`src/rtl/rgb_pkg.sv`:
```
// Shared colour-LUT definitions: code widths, colour codes and their RGB words.
// The block memory is initialised from colour_rgb(), and the bench model uses the same constants.
package rgb_pkg;

    localparam int COLOUR_W = 3;
    localparam int RGB_W    = 24;

    typedef enum logic [COLOUR_W-1:0] {
        BLACK   = 3'd0,
        BLUE    = 3'd1,
        GREEN   = 3'd2,
        CYAN    = 3'd3,
        RED     = 3'd4,
        MAGENTA = 3'd5,
        YELLOW  = 3'd6,
        WHITE   = 3'd7
    } colour_e;

    localparam logic [RGB_W-1:0] RGB_BLACK   = 24'h000000;
    localparam logic [RGB_W-1:0] RGB_BLUE    = 24'h0000FF;
    localparam logic [RGB_W-1:0] RGB_GREEN   = 24'h00FF00;
    localparam logic [RGB_W-1:0] RGB_CYAN    = 24'h00FFFF;
    localparam logic [RGB_W-1:0] RGB_RED     = 24'hFF0000;
    localparam logic [RGB_W-1:0] RGB_MAGENTA = 24'hFF00FF;
    localparam logic [RGB_W-1:0] RGB_YELLOW  = 24'hFFFF00;
    localparam logic [RGB_W-1:0] RGB_WHITE   = 24'hFFFFFF;

    function automatic logic [RGB_W-1:0] colour_rgb(colour_e c);
        case (c)
            BLACK:   return RGB_BLACK;
            BLUE:    return RGB_BLUE;
            GREEN:   return RGB_GREEN;
            CYAN:    return RGB_CYAN;
            RED:     return RGB_RED;
            MAGENTA: return RGB_MAGENTA;
            YELLOW:  return RGB_YELLOW;
            default: return RGB_WHITE;
        endcase
    endfunction

endpackage

```
`src/rtl/rgb_lut_arbiter_if.sv`:
```
// Request and response channels between the colour producers/consumer and the LUT arbiter.
interface rgb_lut_arbiter_if #(
    parameter int NREQ = 2,
    parameter int IDW  = 1
);
    import rgb_pkg::*;

    logic [NREQ-1:0]          req_valid;
    logic [COLOUR_W*NREQ-1:0] req_colour;
    logic [NREQ-1:0]          req_ready;
    logic                     rsp_valid;
    logic [IDW-1:0]           rsp_id;
    logic [RGB_W-1:0]         rsp_rgb;
    logic                     rsp_ready;

    modport slave (
        input  req_valid, req_colour, rsp_ready,
        output req_ready, rsp_valid, rsp_id, rsp_rgb
    );

    modport master (
        output req_valid, req_colour, rsp_ready,
        input  req_ready, rsp_valid, rsp_id, rsp_rgb
    );

endinterface

```
`src/rtl/rgb_lut_arbiter_rr_arbiter.sv`:
```
// Round-robin pick: same-cycle one-hot grant scanning from ptr+1; the pointer follows each grant.
module rr_arbiter #(
    parameter int NREQ = 2,
    parameter int IDW  = 1
) (
    input  logic            clk,
    input  logic            rst,
    input  logic [NREQ-1:0] valid,
    input  logic            allow,
    output logic [NREQ-1:0] grant,
    output logic [IDW-1:0]  grant_id,
    output logic            fire
);

    logic [IDW-1:0] ptr;

    always_comb begin
        int             idx;
        logic [IDW-1:0] sel;
        grant    = '0;
        grant_id = '0;
        fire     = 1'b0;
        idx      = 0;
        sel      = '0;
        for (int k = 1; k <= NREQ; k++) begin
            idx = (int'(ptr) + k) % NREQ;
            sel = IDW'(idx);
            if (allow && !fire && valid[sel]) begin
                fire       = 1'b1;
                grant[sel] = 1'b1;
                grant_id   = sel;
            end
        end
    end

    // Pointer starts on the last requester so requester 0 wins first after reset.
    always_ff @(posedge clk) begin
        if (!rst) begin
            ptr <= IDW'(NREQ - 1);
        end else if (fire) begin
            ptr <= grant_id;
        end
    end

endmodule

```
`src/rtl/rgb_lut_arbiter.sv`:
```
// Shares the colour-LUT block memory between NREQ requesters; one read per grant,
// responses returned in grant order through a 2-entry buffer with credit-based issue.
module rgb_lut_arbiter
    import rgb_pkg::*;
#(
    parameter int NREQ = 2,
    parameter int IDW  = 1
) (
    input  logic                clk,
    input  logic                rst,
    rgb_lut_arbiter_if.slave    bus,
    output logic                mem_en,
    output logic                mem_we,
    output logic [COLOUR_W-1:0] mem_addr,
    input  logic [RGB_W-1:0]    mem_rdata
);

    typedef struct packed {
        logic [IDW-1:0]   id;
        logic [RGB_W-1:0] rgb;
    } entry_t;

    logic [1:0]          count;
    logic                inflight;
    logic [IDW-1:0]      tag;
    logic [COLOUR_W-1:0] addr_q;
    entry_t              e0;
    entry_t              e1;
    entry_t              cap_e;

    logic                pop;
    logic [1:0]          occ;
    logic                allow;
    logic                fire;
    logic [IDW-1:0]      grant_id;
    logic [COLOUR_W-1:0] granted_colour;

    assign pop   = (count != 2'd0) && bus.rsp_ready;
    assign occ   = count + {1'b0, inflight};
    // A read is only issued when its data is guaranteed a buffer slot next cycle.
    assign allow = rst && ((occ - {1'b0, pop}) < 2'd2);

    rr_arbiter #(.NREQ(NREQ), .IDW(IDW)) u_arb (
        .clk      (clk),
        .rst      (rst),
        .valid    (bus.req_valid),
        .allow    (allow),
        .grant    (bus.req_ready),
        .grant_id (grant_id),
        .fire     (fire)
    );

    assign granted_colour = bus.req_colour[grant_id*COLOUR_W +: COLOUR_W];
    assign mem_en   = fire;
    assign mem_we   = 1'b0;
    assign mem_addr = fire ? granted_colour : addr_q;
    assign cap_e    = {tag, mem_rdata};

    always_ff @(posedge clk) begin
        if (!rst) begin
            count    <= 2'd0;
            inflight <= 1'b0;
            tag      <= '0;
            addr_q   <= '0;
            e0       <= '0;
            e1       <= '0;
        end else begin
            inflight <= fire;
            if (fire) begin
                tag    <= grant_id;
                addr_q <= granted_colour;
            end
            count <= count + {1'b0, inflight} - {1'b0, pop};
            // e0 is the head; a pop shifts e1 forward, a capture fills the first free slot.
            case ({inflight, pop})
                2'b10: begin
                    if (count == 2'd0) e0 <= cap_e;
                    else               e1 <= cap_e;
                end
                2'b01: e0 <= e1;
                2'b11: begin
                    if (count == 2'd1) begin
                        e0 <= cap_e;
                    end else begin
                        e0 <= e1;
                        e1 <= cap_e;
                    end
                end
                default: ;
            endcase
        end
    end

    assign bus.rsp_valid = (count != 2'd0);
    assign bus.rsp_id    = e0.id;
    assign bus.rsp_rgb   = e0.rgb;

endmodule

```
`src/flat_wrapper.sv`:
```
// flat-port wrapper written by rule: the top's interface ports become plain ports
module rgb_lut_arbiter_flat import rgb_pkg::*;
#(
    parameter int NREQ = 2,
    parameter int IDW  = 1
)
  (clk, rst, mem_en, mem_we, mem_addr, mem_rdata, bus_req_valid, bus_req_colour, bus_rsp_ready, bus_req_ready, bus_rsp_valid, bus_rsp_id, bus_rsp_rgb);
  rgb_lut_arbiter_if #(.NREQ(NREQ), .IDW(IDW)) bus_i ();
  input  logic clk;
  input  logic rst;
  output logic mem_en;
  output logic mem_we;
  output logic [COLOUR_W-1:0] mem_addr;
  input  logic [RGB_W-1:0] mem_rdata;
  input wire logic [$bits(bus_i.req_valid)-1:0] bus_req_valid;
  input wire logic [$bits(bus_i.req_colour)-1:0] bus_req_colour;
  input wire logic [$bits(bus_i.rsp_ready)-1:0] bus_rsp_ready;
  output wire logic [$bits(bus_i.req_ready)-1:0] bus_req_ready;
  output wire logic [$bits(bus_i.rsp_valid)-1:0] bus_rsp_valid;
  output wire logic [$bits(bus_i.rsp_id)-1:0] bus_rsp_id;
  output wire logic [$bits(bus_i.rsp_rgb)-1:0] bus_rsp_rgb;
  assign bus_i.req_valid = bus_req_valid;
  assign bus_i.req_colour = bus_req_colour;
  assign bus_i.rsp_ready = bus_rsp_ready;
  assign bus_req_ready = bus_i.req_ready;
  assign bus_rsp_valid = bus_i.rsp_valid;
  assign bus_rsp_id = bus_i.rsp_id;
  assign bus_rsp_rgb = bus_i.rsp_rgb;
  rgb_lut_arbiter #(.NREQ(NREQ), .IDW(IDW)) u_core (.clk(clk), .rst(rst), .bus(bus_i), .mem_en(mem_en), .mem_we(mem_we), .mem_addr(mem_addr), .mem_rdata(mem_rdata));
endmodule
```
`config.mk`:
```
export PLATFORM = sky130hd
export DESIGN_NAME = rgb_lut_arbiter_flat
export DESIGN_NICKNAME = d
export VERILOG_FILES = /design/src/rtl/rgb_pkg.sv /design/src/rtl/rgb_lut_arbiter_if.sv /design/src/rtl/rgb_lut_arbiter_rr_arbiter.sv /design/src/rtl/rgb_lut_arbiter.sv /design/src/flat_wrapper.sv
export SDC_FILE = /design/constraint.sdc
export NUM_CORES = 1
export LEC_CHECK = 0
export BUFFER_PORTS_ARGS = -buffer_cell sky130_fd_sc_hd__buf_2
export CORE_UTILIZATION = 45
export CTS_CLUSTER_DIAMETER = 40
export DETAILED_ROUTE_END_ITERATION = 10
export GPL_TIMING_DRIVEN = 0
export PLACE_DENSITY = 0.7
export SLEW_MARGIN = 20
export SYNTH_ARGS = -nofsm -noshare
export SYNTH_HDL_FRONTEND = slang
export SYNTH_SLANG_ARGS = --single-unit
export TNS_END_PERCENT = 5
```
`constraint.sdc`:
```
create_clock -name clk -period 5.4 [get_ports clk]
set_clock_uncertainty 0.05 [all_clocks]
set_input_delay 1.08 -clock clk [delete_from_list [all_inputs] [get_ports clk]]
set_output_delay 1.08 -clock clk [all_outputs]
set_load 0.01 [all_outputs]
```
## After elaboration in Yosys (flattened, before gate mapping)

Index checks and enable logic that the tools add are counted.

- Word-level logic and storage cells: 63
- Bits in registers: 58

- Bitwise gates (word level): 1
- Add/subtract/negate cells: 4
- Eq/ne operators: 7
- Muxes and demuxes: 21
- Shift-type cells: 1
- Multipliers: 1
- Reductions and logical operators: 14
- Magnitude comparators: 5

Operator list:

| cell | number |
|---|---|
| $mux W25 | 4 |
| $pmux W25 S3 | 1 |
| $pmux W25 S2 | 1 |
| $mux W1 | 10 |
| $logic_and A1 B1 Y1 | 7 |
| $shiftx A6 B4 Y3 | 1 |
| $eq A2 B1 Y1 const B | 2 |
| $eq A2 B2 Y1 const B | 2 |
| $lt A1 B2 Y1 const B | 2 |
| $mux W2 | 2 |
| $ne A2 B2 Y1 const B | 2 |
| $reduce_bool A2 Y1 | 2 |
| $mul A1 B2 Y3 const B | 1 |
| $mux W3 | 1 |
| $reduce_and A3 Y1 | 1 |
| $reduce_bool A3 Y1 | 1 |
| $add A1 B1 Y1 const B | 2 |
| $add A2 B1 Y2 | 1 |
| $demux W1 S1 | 2 |
| $ge A1 B1 Y1 const B | 2 |
| $logic_not A2 Y1 | 1 |
| $lt A2 B2 Y1 const B | 1 |
| $ne A2 B1 Y1 const B | 1 |
| $or A2 B2 Y2 | 1 |
| other kinds (3) | 3 |

## Depth between registers and ports, before layout

- Depth after elaboration: 14
- Mapped depth: 6
- Depth with buffers taken out: 6

## By module

Synthesis repeated with hierarchy kept, for this count alone.

- Cells, all modules: 283
- Area, all modules: 2508.7 um2

By module, submodules not included:

| module | seq. area each (um2) | area each (um2) | times used | cells an instance |
|---|---|---|---|---|
| rgb_lut_arbiter | 1141.1 | 2439.8 | 1 | 273 |
| rr_arbiter | 20.0 | 68.8 | 1 | 10 |

## Least setup slack after synthesis

OpenSTA, ideal clock, no wires.

- Path type: input-to-output
- From: input bus_rsp_ready
- To: output mem_addr[0]
- Stages on the path: 6
- Required time: 4270 ps
- Setup slack: 1661 ps
- Arrival time: 2609 ps
- Path through: and2b_1 > a21o_1 > ha_1 > a21boi_2 > nor4_4 > mux2_1

RTL lines:

| what | RTL line | RTL |
|---|---|---|
| from (decl) | flat_wrapper.sv:17 | `input wire logic [$bits(bus_i.rsp_ready)-1:0] bus_rsp_ready;` |
| $logic_and A1 B1 Y1 * | rgb_lut_arbiter.sv:38 | `assign pop = (count != 2'd0) && bus.rsp_ready;` |
| $sub A2 B1 Y2 * | rgb_lut_arbiter.sv:41 | `assign allow = rst && ((occ - {1'b0, pop}) < 2'd2);` |
| $lt A2 B2 Y1 * | rgb_lut_arbiter.sv:41 |  |
| $logic_and A1 B1 Y1 * | rgb_lut_arbiter.sv:41 |  |
| $logic_and A1 B1 Y1 | rgb_lut_arbiter_rr_arbiter.sv:28 | `if (allow && !fire && valid[sel]) begin` |
| $mux W1 | rgb_lut_arbiter_rr_arbiter.sv:28 |  |
| $logic_not A1 Y1 | rgb_lut_arbiter_rr_arbiter.sv:28 |  |
| $logic_and A1 B1 Y1 (2 in series) | rgb_lut_arbiter_rr_arbiter.sv:28 |  |
| $mux W1 * | rgb_lut_arbiter_rr_arbiter.sv:28 |  |
| named net mem_en | flat_wrapper.sv:11 | `output logic mem_en;` |
| $mux W3 * | - |  |
| to (decl) | flat_wrapper.sv:13 | `output logic [COLOUR_W-1:0] mem_addr;` |

The timed path passes the listed nets; every way through them passes the cells marked *.

## Worst setup path after layout

- From: input bus_rsp_ready
- To: output mem_addr[0]

- Longest elaborated chain between the ends: 13

Ends and longest elaborated chain:

| what | RTL line | RTL |
|---|---|---|
| $logic_and A1 B1 Y1 * | rgb_lut_arbiter.sv:38 |  |
| $sub A2 B1 Y2 * | rgb_lut_arbiter.sv:41 |  |
| $lt A2 B2 Y1 * | rgb_lut_arbiter.sv:41 |  |
| $logic_and A1 B1 Y1 * | rgb_lut_arbiter.sv:41 |  |
| $logic_and A1 B1 Y1 | rgb_lut_arbiter_rr_arbiter.sv:28 |  |
| $mux W1 | rgb_lut_arbiter_rr_arbiter.sv:28 |  |
| $logic_not A1 Y1 | rgb_lut_arbiter_rr_arbiter.sv:28 |  |
| $logic_and A1 B1 Y1 (2 in series) | rgb_lut_arbiter_rr_arbiter.sv:28 |  |
| $mux W1 | rgb_lut_arbiter_rr_arbiter.sv:28 |  |
| $mul A1 B2 Y3 | rgb_lut_arbiter.sv:53 | `assign granted_colour = bus.req_colour[grant_id*COLOUR_W +: COLOUR_W];` |
| $shiftx A6 B4 Y3 | rgb_lut_arbiter.sv:53 |  |
| $mux W3 * | - |  |

Mark *: on every way between the ends. The rest lies on a longest branch, timed or not.

==> results_dict.tcl <==
set metrics [dict create \
    arrival_ns 2.90 \
    die_w_um 76.5 \
    grt_first_pass_wirelength_um 9770 \
    antenna_cells 0 \
    cts-root-buf "clkbuf_8" \
    setup_viol 0 \
    drt_iter0_markers 102 \
    post_cts_resize_count 0 \
    finalCriticalPeriod_ns 4.03 \
    p_sw_uw 278 \
    wl_um 5930 \
    fin_util_pct 59.8 \
    setup_tns_ns 0 \
    cts_setup_buffers 0 \
    finalHoldViolCount 0 \
    r2r-start "u_core.count[0]$_SDFF_PN0_" \
    share_comb_of_total_power_pct 16.2 \
    stdcell_count 431 \
    reg2reg_depth 6 \
    gp_congestion 0.745 \
    power-per-cell-area_nw_per_um2 345 \
    initial_utilization_pct 47.7 \
    ys_seq_area_share_pct 46.4 \
    whs_endpoint "u_core.bus.rsp_rgb[1]$_SDFFE_PN0P_" \
    reg2reg_slack_ns 3.44 \
    h-tree-depth 3 \
    die_h_um 76.5 \
    grt.total_usage_pct 21.3 \
    clock_sinks 58 \
    drc 0 \
    cp-start-kind "input pin" \
    io_pins 68 \
    drive_above_1_share_pct 28.5 \
    worstMarginPinSlew_ns 0.510 \
    multiInputGateArea_um2 1200 \
    drt_pass1_iterations 5 \
    path_clk_slew_ns 0.06 \
    ant_nets 0 \
    vdd_drop_max_mv 0.296 \
    syn2layout_area_growth_pct 25.4 \
    antenna_found_initial 0 \
    max_slew_margin_pct 65.9 \
    max_freq_mhz 248 \
    hold_path.class "register to register" \
    grt_max_degree 11 \
    synth_area_um2 2500 \
    netlist_instances 279 \
    numCtsBuffers 9 \
    min_from "u_core.e1[1]$_SDFFE_PN0P_" \
    insertion_delay_ns 0.33 \
    nFillCells 468 \
    seqPwrFrac_pct 44.2 \
    whs_path_depth 2 \
    register_area_um2 1160 \
    crit_required_ns 4.27 \
    dpl.cell_count 415 \
    nNetsFinal 392 \
    ys_ff_latch 58 \
    switching_share_pct 25.8 \
    port_buffers 66 \
    layout_common_cells "buf_2 (68), dfxtp_1 (58), nand2_1 (54), nor2_1 (27)" \
    wire_per_inst_um 13.7 \
    post-dp-hpwl_um 4090 \
    max-clock-path-buffers 2 \
    critPathKind "input pin to output port" \
    power.leakage_nw 1.55 \
    core_area_um2 5240 \
    yosysWarnings 0 \
    cp_max_fo 6 \
    die_area_um2 5860 \
    internal-power_uw 802 \
    avgSynthCellArea_um2 8.96 \
    cap_violations 0 \
    cts_tree "done" \
    vias_per_cell 5.14 \
    rsz0062_at_grt "false" \
    rr_endpoint "u_core.u_arb.ptr$_SDFFE_PN1N_" \
    hold_slack_ns 0.422 \
    synth_nets 315 \
    clockPowerShare_pct 39.6 \
    status "completed" \
    overflow 0 \
    grt_pass1_vias 2097 \
    cts_hold_buf 0 \
    endpoint_kind "output port" \
    rows 26 \
    synth.distinct_cells 42 \
    maxSlewViolCount 0 \
    final_common_cell "buf_2" \
    dr_total_vias 2216 \
    min_period_over_period_pct 74.6 \
]
[flip-flops by register name (all words and copies together), names as in the netlist]
name,count
u_core.e1,25
u_core.count,2
u_core.tag,1
u_core.u_arb.ptr,1
u_core.inflight,1
u_core.bus.rsp_rgb,24
u_core.bus.rsp_id,1
u_core.addr_q,3
[worst max-delay path: stages]
cell,delay (ns)
buf_2,0.14
and2b_1,0.20
a21o_1,0.18
ha_1,0.24
a21boi_2,0.21
nor4_4,0.34
mux2_1,0.36
buf_2,0.14
[synth_stat cells, drive strengths merged]
master,n,area share (%)
dfxtp,58,46
nand2,54,8.1
nor2,27,4.1
o21ai,27,6.0
a31oi,25,6.3
mux2i,25,10
buf,12,4.2
nor3,8,1.8
clkbuf,7,1.1
mux2,7,3.3
a21oi,3,0.60
inv,3,0.45
a21boi,2,0.75
and2,2,0.50
nor2b,2,0.50
nor4,2,1.1
or2,2,0.60
a211o,1,0.35
a211oi,1,0.30
a21o,1,0.30
and2b,1,0.30
conb,1,0.15
ha,1,0.50
nand2b,1,0.25
nand4b,1,0.35
nor3b,1,0.30
nor4b,1,0.60
o21a,1,0.30
o221ai,1,0.35
o22ai,1,0.25
[routing by layer]
layer	global-route usage, %	vias to the layer above	share of wire [%]
li1	-	1122	-
met1	26.1	1024	47
met2	34.1	64	46
met3	6.95	6	6.2
met4	9.42	0	1.1
met5	0	-	0
[worst max path at each step]
stage	depth (start not counted)	slack (ns)	startpoint	to
floorplan	6	1.66	bus_rsp_ready	mem_addr[0]
global placement	8	1.42	bus_rsp_ready	mem_addr[2]
detailed placement	8	1.38	bus_rsp_ready	mem_addr[1]
CTS	8	1.38	bus_rsp_ready	mem_addr[1]
global route	8	1.24	bus_rsp_ready	mem_addr[2]
finish	8	1.37	bus_rsp_ready	mem_addr[0]
[cell type report]
class / count / share of cell area (%)
repair buffers: 66 / 10.5
clock inverters: 1 / 0.958
flip-flops and latches: 58 / 37.0
multi-input cells: 199 / 38.2
well taps: 70 / 2.79
inverters: 3 / 0.359
plain buffers: 19 / 4.15
clock buffers: 15 / 5.95
[logic make-up after synthesis]
group,after synthesis,synth area share (%)
flip-flops,58,46.4
AO/OA/AOI/OAI,63,15.5
adder cells (fa/ha/maj),1,0.500
buffers and inverters,22,5.66
AND/OR/NAND/NOR,102,18.5
other,1,0.150
multiplexers,32,13.3
[power by group through the flow]
stage	Sequential [mW]	Combinational (mW)	Clock, mW
finish	0.477	0.175	0.428
CTS	0.477	0.177	0.434
global placement	0.486	0.172	0
floorplan	0.494	0.100	0
global route	0.481	0.192	0.456
detailed placement	0.486	0.175	0
[through the flow]
stage          cell area [µm²]  setup WS [ns]  power [mW]
4_1_cts                   3130           1.38        1.09
3_3_place_gp              2920           1.42       0.658
6_report                  3130           1.37        1.08
3_5_place_dp              2920           1.38       0.661
5_1_grt                   3130           1.24        1.13
2_1_floorplan             2500           1.66       0.595
Note: power is estimated with default switching activity, not from simulation.
